===== src/rtl/custom_fifo.sv =====
// custom_fifo: synchronous AXI-Stream FIFO between an accelerator output stream and a DMA input
// stream. Buffers up to Depth beats with first-word fall-through on the master side and
// generates TLAST on every PacketLen-th beat delivered, since the upstream stream has no
// packet delimiter. Data passes through unmodified and in order.
//
// Ports:
//   clk_i            single clock, all state updates on the rising edge
//   rst_i            synchronous reset, active-high
//   s_axis_tvalid_i  upstream beat valid
//   s_axis_tdata_i   upstream beat data
//   s_axis_tready_o  FIFO can accept a beat (not full, not in reset)
//   m_axis_tvalid_o  FIFO holds at least one beat (not in reset)
//   m_axis_tdata_o   oldest stored beat
//   m_axis_tlast_o   current output beat ends a packet
//   m_axis_tready_i  downstream accepts the beat
module custom_fifo #(
  parameter int unsigned DataWidth = 8,
  parameter int unsigned Depth     = 8,  // power of two, >= 2
  parameter int unsigned PacketLen = 8   // >= 1
) (
  input  logic                 clk_i,
  input  logic                 rst_i,
  input  logic                 s_axis_tvalid_i,
  input  logic [DataWidth-1:0] s_axis_tdata_i,
  output logic                 s_axis_tready_o,
  output logic                 m_axis_tvalid_o,
  output logic [DataWidth-1:0] m_axis_tdata_o,
  output logic                 m_axis_tlast_o,
  input  logic                 m_axis_tready_i
);

  localparam int unsigned PtrW  = $clog2(Depth);
  localparam int unsigned CntW  = PtrW + 1;
  localparam int unsigned BeatW = (PacketLen > 1) ? $clog2(PacketLen) : 1;

  localparam logic [CntW-1:0]  CountFull = CntW'(Depth);
  localparam logic [BeatW-1:0] BeatLast  = BeatW'(PacketLen - 1);

  logic [DataWidth-1:0] mem_q [Depth];

  logic [PtrW-1:0]  wr_ptr_q, wr_ptr_d;
  logic [PtrW-1:0]  rd_ptr_q, rd_ptr_d;
  logic [CntW-1:0]  count_q, count_d;
  logic [BeatW-1:0] beat_q, beat_d;

  logic empty, full;
  logic wr_en, rd_en;

  assign empty = (count_q == '0);
  assign full  = (count_q == CountFull);

  // Handshake outputs depend only on state and reset, never on the opposite side's inputs, so
  // a full FIFO cannot pass a beat through and an empty one never bypasses to the output.
  assign s_axis_tready_o = !full && !rst_i;
  assign m_axis_tvalid_o = !empty && !rst_i;
  assign m_axis_tdata_o  = mem_q[rd_ptr_q];
  assign m_axis_tlast_o  = m_axis_tvalid_o && (beat_q == BeatLast);

  assign wr_en = s_axis_tvalid_i && s_axis_tready_o;
  assign rd_en = m_axis_tvalid_o && m_axis_tready_i;

  always_comb begin
    wr_ptr_d = wr_ptr_q;
    rd_ptr_d = rd_ptr_q;
    count_d  = count_q;
    beat_d   = beat_q;

    if (wr_en) begin
      wr_ptr_d = wr_ptr_q + PtrW'(1);
    end
    if (rd_en) begin
      rd_ptr_d = rd_ptr_q + PtrW'(1);
      beat_d   = (beat_q == BeatLast) ? '0 : beat_q + BeatW'(1);
    end

    unique case ({wr_en, rd_en})
      2'b10:   count_d = count_q + CntW'(1);
      2'b01:   count_d = count_q - CntW'(1);
      default: count_d = count_q;
    endcase
  end

  always_ff @(posedge clk_i) begin
    if (rst_i) begin
      wr_ptr_q <= '0;
      rd_ptr_q <= '0;
      count_q  <= '0;
      beat_q   <= '0;
    end else begin
      wr_ptr_q <= wr_ptr_d;
      rd_ptr_q <= rd_ptr_d;
      count_q  <= count_d;
      beat_q   <= beat_d;
    end
  end

  // Storage is deliberately not reset; wr_en is already blocked during reset via tready.
  always_ff @(posedge clk_i) begin
    if (wr_en) begin
      mem_q[wr_ptr_q] <= s_axis_tdata_i;
    end
  end

endmodule


===== config.mk =====
export PLATFORM = sky130hd
export DESIGN_NAME = custom_fifo
export DESIGN_NICKNAME = d
export VERILOG_FILES = /design/src/rtl/custom_fifo.sv
export SDC_FILE = /design/constraint.sdc
export NUM_CORES = 1
export LEC_CHECK = 0
export ABC_AREA = 1
export CELL_PAD_IN_SITES_DETAIL_PLACEMENT = 1
export CELL_PAD_IN_SITES_GLOBAL_PLACEMENT = 1
export CORE_UTILIZATION = 35
export DETAILED_ROUTE_END_ITERATION = 7
export PLACE_DENSITY_LB_ADDON = 0.08
export SLEW_MARGIN = 40
export SYNTH_ARGS = -nofsm -noshare
export SYNTH_HDL_FRONTEND = slang
export SYNTH_SLANG_ARGS = --single-unit

===== constraint.sdc =====
create_clock -name clk_i -period 3.4 [get_ports clk_i]
set_input_delay 0.68 -clock clk_i [delete_from_list [all_inputs] [get_ports clk_i]]
set_output_delay 0.68 -clock clk_i [all_outputs]
set_load 0.01 [all_outputs]

==> flow_summary.json, run 1 <==
{
  "status": "finished clean",
  "hold_path_class": "flip-flop to flip-flop",
  "synth_mux_area_share_pct": 2.37,
  "fp.dieW_microns": 100,
  "final_hold_viol_count": 0,
  "final_cell_mix": "64 x edfxtp_1, 44 x nand2_1, 36 x nor2_1, 25 x o21ai_0, 22 x clkdlybuf4s50_1",
  "netlist_instances": 290,
  "drt-initial-drc-count": 49,
  "setup_viol": 0,
  "via_per_inst": 4.78,
  "cts_hold_buf": 0,
  "synth-edff-count": 64,
  "h-tree-depth": 3,
  "first_pass_iters": 4,
  "critPathBufInv": 3,
  "dp.final_hpwl_mm": 4.88,
  "synthXorXnorAreaFrac_pct": 1.30,
  "worst_pin_slew_ns": 0.518,
  "clkPwrFrac_pct": 33.6,
  "pwr-share-seq_pct": 50.0,
  "post_cts_buffers": 0,
  "pwr-share-comb_pct": 16.4,
  "period_share_pct": 86.0,
  "finClkSkew_ns": 0.0122,
  "antenna_found_initial": 0,
  "period_needed_ns": 2.92,
  "layout_setup_ws_ns": 0.477,
  "cts_tree": "yes",
  "layout-drive-gt1-share_pct": 12.5,
  "leakage_nw": 1.47,
  "synth_top_family_by_area": "simple AND/OR/NAND/NOR gates",
  "grt_pass1_vias": 2345,
  "synth.avg_cell_area_sq_um": 11.6,
  "vdd_drop_max_uv": 237,
  "nets": 350,
  "critPathTopFamily": "buffers and inverters",
  "synth_top_area_share_pct": 57.0,
  "arrival_ns": 2.24,
  "slew_viol_final": 0,
  "synth.cell_area_sq_um": 3370,
  "ys_seq_elements": 80,
  "grt_max_degree": 33,
  "fill_cells": 1020,
  "ios": 23,
  "cp_max_fo": 20,
  "synth_compound_area_share_pct": 8.86,
  "io_buffers": 22,
  "synthTopCellsByArea": "edfxtp_1 57%, dfxtp_1 9.5%, nand2_1 4.9%",
  "crit_slowest_cell": "clkdlybuf4s50_1",
  "p_total_mw": 2.24,
  "drcViolationCount": 0,
  "cts_root_buf": "clkbuf_8",
  "rsz0062_at_grt": "false",
  "clockBufferDepth": 2,
  "wire_per_inst_microns": 15.8,
  "yosys.area_share.simple_pct": 13.1,
  "async_reset_ff_share_pct": 0,
  "area_delta_synth_final_pct": 18.6,
  "cellPowerDensity_nw_per_um2": 559,
  "critical_path_class": "flip-flop to output pin",
  "fp-row-count": 35,
  "dieArea_sq_um": 10000,
  "synth_cell_type_count": 25,
  "slew_headroom_pct": 65.4,
  "crit_chain": "buf_4 > buf_4 > nor2_1 > nor2_1 > o21ai_0 > o21ai_1 > nand2_1 > nand2_1 > clkdlybuf4s50_1",
  "grt-ovfl-total": 0,
  "cts_sinks": 80,
  "synthAdderAreaFrac_pct": 2.60,
  "synth-seq-area-share_pct": 66.4,
  "p_int_mw": 1.66,
  "fin_tns_setup_ns": 0,
  "ys_warn_count": 0,
  "cts_made_buffers": 9,
  "post_cts_resized": 0,
  "die_h_microns": 100,
  "place_congestion": 0.710,
  "crit_path_end_kind": "output pin",
  "switching_share_pct": 26.0,
  "detail-route-antenna-nets": 0,
  "critPathRequiredTime_ns": 2.72,
  "vias": 2224,
  "p_switching_mw": 0.582,
  "layout.cells.most_common": "edfxtp_1",
  "start_kind": "flip-flop",
  "wl_mm": 7.33,
  "diodes": 0,
  "ys.flop_type": "edfxtp_1",
  "dp_slack_ns": 0.486,
  "clock_latency_ns": 0.35,
  "max_cap_violations": 0,
  "synth_nets": 309,
  "cpPeakStageDelay_ns": 0.54,
  "grt_pass1_wl_mm": 11.9,
  "initial_utilization_pct": 36.3,
  "gr-usage-all-layers_pct": 16.3,
  "yosysTopAreaCell": "edfxtp_1",
  "core_area_sq_um": 9280,
  "fmax_mhz": 342,
  "clk_pin_slew_ns": 0.07
}
## area by class of cell
| class | count | area (sq um) | area share [%] |
|---|---|---|---|
| repair buffers | 42 | 370 | 9.25 |
| clock buffers | 10 | 128 | 3.19 |
| inverters | 17 | 63.8 | 1.59 |
| well taps | 129 | 161 | 4.03 |
| multi-input cells | 181 | 953 | 23.8 |
| clock inverters | 6 | 83.8 | 2.09 |
| flip-flops and latches | 80 | 2240 | 56.0 |
## path summary, 6_finish.rpt
check	start	slack, ns	to	depth (start not counted)
worst max-delay path	flip-flop	0.48	m_axis_tdata_o[7]	9
worst min-delay path	beat_q[2]	0.49	beat_q[2]	2
worst max register to register	count_q[0]	1.35	count_q[2]	13
worst min register to register	beat_q[2]	0.49	beat_q[2]	2
## worst register-to-register path, stage by stage, from the launching register on
cell and delay [ns]:
dfxtp_1 0.42, nor2_2 0.08, nand3_1 0.16, nand3_4 0.15
inv_2 0.13, ha_1 0.21, nand2_1 0.07, inv_1 0.09
nor2_2 0.05, ha_1 0.17, a21oi_1 0.15, xnor2_1 0.08
o21ai_0 0.14, inv_1 0.05
## registers in the layout, summed over array words and instances, names as in the netlist, named ones only
register and count:
count_q 4, rd_ptr_q 3, beat_q 3, wr_ptr_q 3, mem_q 64
## metrics by stage
stage	util [%]	cells	area, sq um	hold slack (ns)
2_1_floorplan	-	290	3370	0.449
3_3_place_gp	40.8	449	3790	0.479
3_5_place_dp	40.8	449	3790	0.491
4_1_cts	43.1	465	4000	0.500
5_1_grt	43.1	465	4000	0.526
6_report	43.1	465	4000	0.490
## synthesized netlist by cell type, drive strengths merged (2+ instances only)
library cell   n
nand2         44
o21ai         39
edfxtp        64
ha             7
a21oi          8
nor3           8
buf           11
xnor2          2
dfxtp         16
nand3         12
inv           17
nor2          40
o22ai          8
mux2i          8
xor2           3
## metal layers
metal / vias up / global-route usage [%] / routed length, microns
met1: 1077 / 20.1 / 3430
li1: 1099 / - / -
met3: 13 / 2.58 / 221
met2: 35 / 27.7 / 3540
met5: - / 0 / 0
met4: 0 / 7.80 / 143
## power by group through the flow
stage               combinational (mW)  clock (mW)  sequential (mW)
global route                     0.419       0.808             1.12
global placement                 0.374           0             1.14
detailed placement               0.376           0             1.14
CTS                              0.377       0.776             1.12
floorplan                        0.249           0             1.14
finish                           0.367       0.753             1.12
## logic make-up after synthesis
| logic type | Yosys count |
|---|---|
| and+or+nand+nor | 104 |
| DFF | 80 |
| buffers and inverters | 29 |
| AOI/OAI and AO/OA | 57 |
| muxes | 8 |
| xor gates and xnor gates | 5 |
| adders and majority gates | 7 |
(Power assumes the default switching activity.)
==> run 2, diff against run 1 <==
Settings changed: DONT_BUFFER_PORTS set to 1.
Clock period 3.4 ns to 2.52 ns, I/O delays scaled along.
==> run 2 against run 1 <==
Against the previous run: first-iteration DRC count up 94%; non-clock buffer count down 23; sequential power increased by 35%; global-route usage about the same; die area did not move; clock power grew 61%; clock-buffer cell count unchanged; via count shrank 3.6%; clock skew shrank 0.0021 ns; largest cell class unchanged.
==> flow_summary.json, run 2 (same netlist as run 1, synthesis figures left out) <==
{
  "crit_path_end_kind": "output pin",
  "grt_pass1_wl_mm": 11.6,
  "start_kind": "flip-flop",
  "first_pass_iters": 5,
  "fp-row-count": 35,
  "design_area_sq_um": 3820,
  "ff2ff_setup_slack_ns": 0.51,
  "p_total_mw": 3.12,
  "clk_pin_slew_ns": 0.08,
  "detail-route-antenna-nets": 0,
  "largest_register_ffs": 64,
  "area_delta_synth_final_pct": 13.2,
  "reg2regPathDepth": 13,
  "grt-ovfl-total": 0,
  "post_cts_buffers": 0,
  "io_buffers": 0,
  "fmax_mhz": 495,
  "top_register": "mem_q",
  "period_share_pct": 80.2,
  "wire_per_inst_microns": 16.4,
  "layout_setup_ws_ns": 0.500,
  "final_hold_viol_count": 0,
  "cp-endpoint": "m_axis_tdata_o[7]",
  "h-tree-depth": 3,
  "fin_tns_setup_ns": 0,
  "die_h_microns": 100,
  "setup_viol": 0,
  "nets": 327,
  "wl_mm": 7.21,
  "grt_max_degree": 33,
  "top_regs": "mem_q x64, count_q x4",
  "finClkSkew_ns": 0.0101,
  "leakage_nw": 1.40,
  "post_cts_resized": 0,
  "drt-initial-drc-count": 95,
  "diodes": 0,
  "cts_sinks": 80,
  "cp_max_fo": 24,
  "slew_viol_final": 0,
  "period_needed_ns": 2.02,
  "cellPowerDensity_nw_per_um2": 816,
  "core_area_sq_um": 9280,
  "clock_latency_ns": 0.34,
  "r2r-end": "count_q[2]",
  "layout-drive-gt1-share_pct": 13.5,
  "clockBufferDepth": 2,
  "final_cell_mix": "64 x edfxtp_1, 44 x nand2_1, 36 x nor2_1, 25 x o21ai_0, 19 x buf_4",
  "place_congestion": 0.746,
  "placed_area_sq_um": 3560,
  "initial_utilization_pct": 36.3,
  "worst_pin_slew_ns": 0.486,
  "dieArea_sq_um": 10000,
  "fp.dieW_microns": 100,
  "cts_made_buffers": 9,
  "r2r_start": "count_q[1]",
  "dp.final_hpwl_mm": 4.75,
  "grt_pass1_vias": 2209,
  "critPathRequiredTime_ns": 2.02,
  "rsz0062_at_grt": "false",
  "max_cap_violations": 0,
  "vias": 2143,
  "slew_headroom_pct": 67.6,
  "vdd_drop_max_uv": 367,
  "arrival_ns": 1.52,
  "via_per_inst": 4.86,
  "status": "finished clean",
  "cts_root_buf": "clkbuf_8",
  "drcViolationCount": 0,
  "cts_tree": "yes",
  "critical_path_class": "flip-flop to output pin",
  "dp_slack_ns": 0.423,
  "antenna_found_initial": 0,
  "layout.cells.most_common": "edfxtp_1",
  "gr-usage-all-layers_pct": 16.2,
  "ios": 23,
  "cts_hold_buf": 0,
  "hold_path_class": "input pin to flip-flop"
}
==> run 2: cell types whose count changed in the layout (fill, tap and decap cells not counted), sizes merged <==
cell           previous run  this run
bufinv                    2         4
buf                      20        19
inv                      17        18
clkinvlp                  1         0
clkdlybuf4s50            22         0
clkinv                    3         0
==> run 2: worst min path at each step <==
stage | from | to | slack, ns | cells past startpoint
2_1_floorplan | beat_q[0] | beat_q[0] | 0.45 | 1
3_3_place_gp | beat_q[2] | beat_q[2] | 0.48 | 2
3_5_place_dp | beat_q[0] | beat_q[0] | 0.48 | 1
4_1_cts | rst_i | wr_ptr_q[2] | 0.20 | 1
5_1_grt | rst_i | wr_ptr_q[2] | 0.20 | 1
6_report | rst_i | wr_ptr_q[2] | 0.22 | 1
==> run 2: power by group <==
part / total, mW / switching, mW / leakage (nW) / internal, mW
Combinational: 0.400 / 0.263 / 0.569 / 0.137
Sequential: 1.51 / 0.0350 / 0.709 / 1.48
Clock: 1.21 / 0.450 / 0.127 / 0.757
==> run 2: area by class of cell <==
cell class | instances | area (sq um)
Sequential cell | 80 | 2240
Timing Repair Buffer | 19 | 143
Fill cell | 1010 | 5460
Multi-Input combinational cell | 181 | 953
Clock inverter | 5 | 129
Clock buffer | 10 | 128
Tap cell | 129 | 161
Inverter | 17 | 63.8
==> run 2: worst max-delay path, stage by stage, from the launching register on <==
cell,delay [ns]
dfxtp_1,0.33
inv_2,0.37
o21ai_0,0.16
o21ai_1,0.11
nand2_1,0.07
nand2_1,0.14
==> run 2: metrics by stage <==
| stage | utilization [%] | hold WS [ns] | cells |
|---|---|---|---|
| 2_1_floorplan | - | 0.449 | 290 |
| 3_3_place_gp | 38.4 | 0.476 | 426 |
| 3_5_place_dp | 38.4 | 0.477 | 426 |
| 4_1_cts | 41.1 | 0.201 | 441 |
| 5_1_grt | 41.1 | 0.197 | 441 |
| 6_report | 41.1 | 0.224 | 441 |
==> run 2: metal layers <==
| metal | vias to the layer above | GRT usage, % | wire [microns] |
|---|---|---|---|
| met4 | 0 | 7.92 | 170 |
| met1 | 1048 | 20.7 | 3490 |
| met3 | 9 | 4.18 | 217 |
| li1 | 1059 | - | - |
| met5 | - | 0 | 0 |
| met2 | 27 | 25.7 | 3340 |
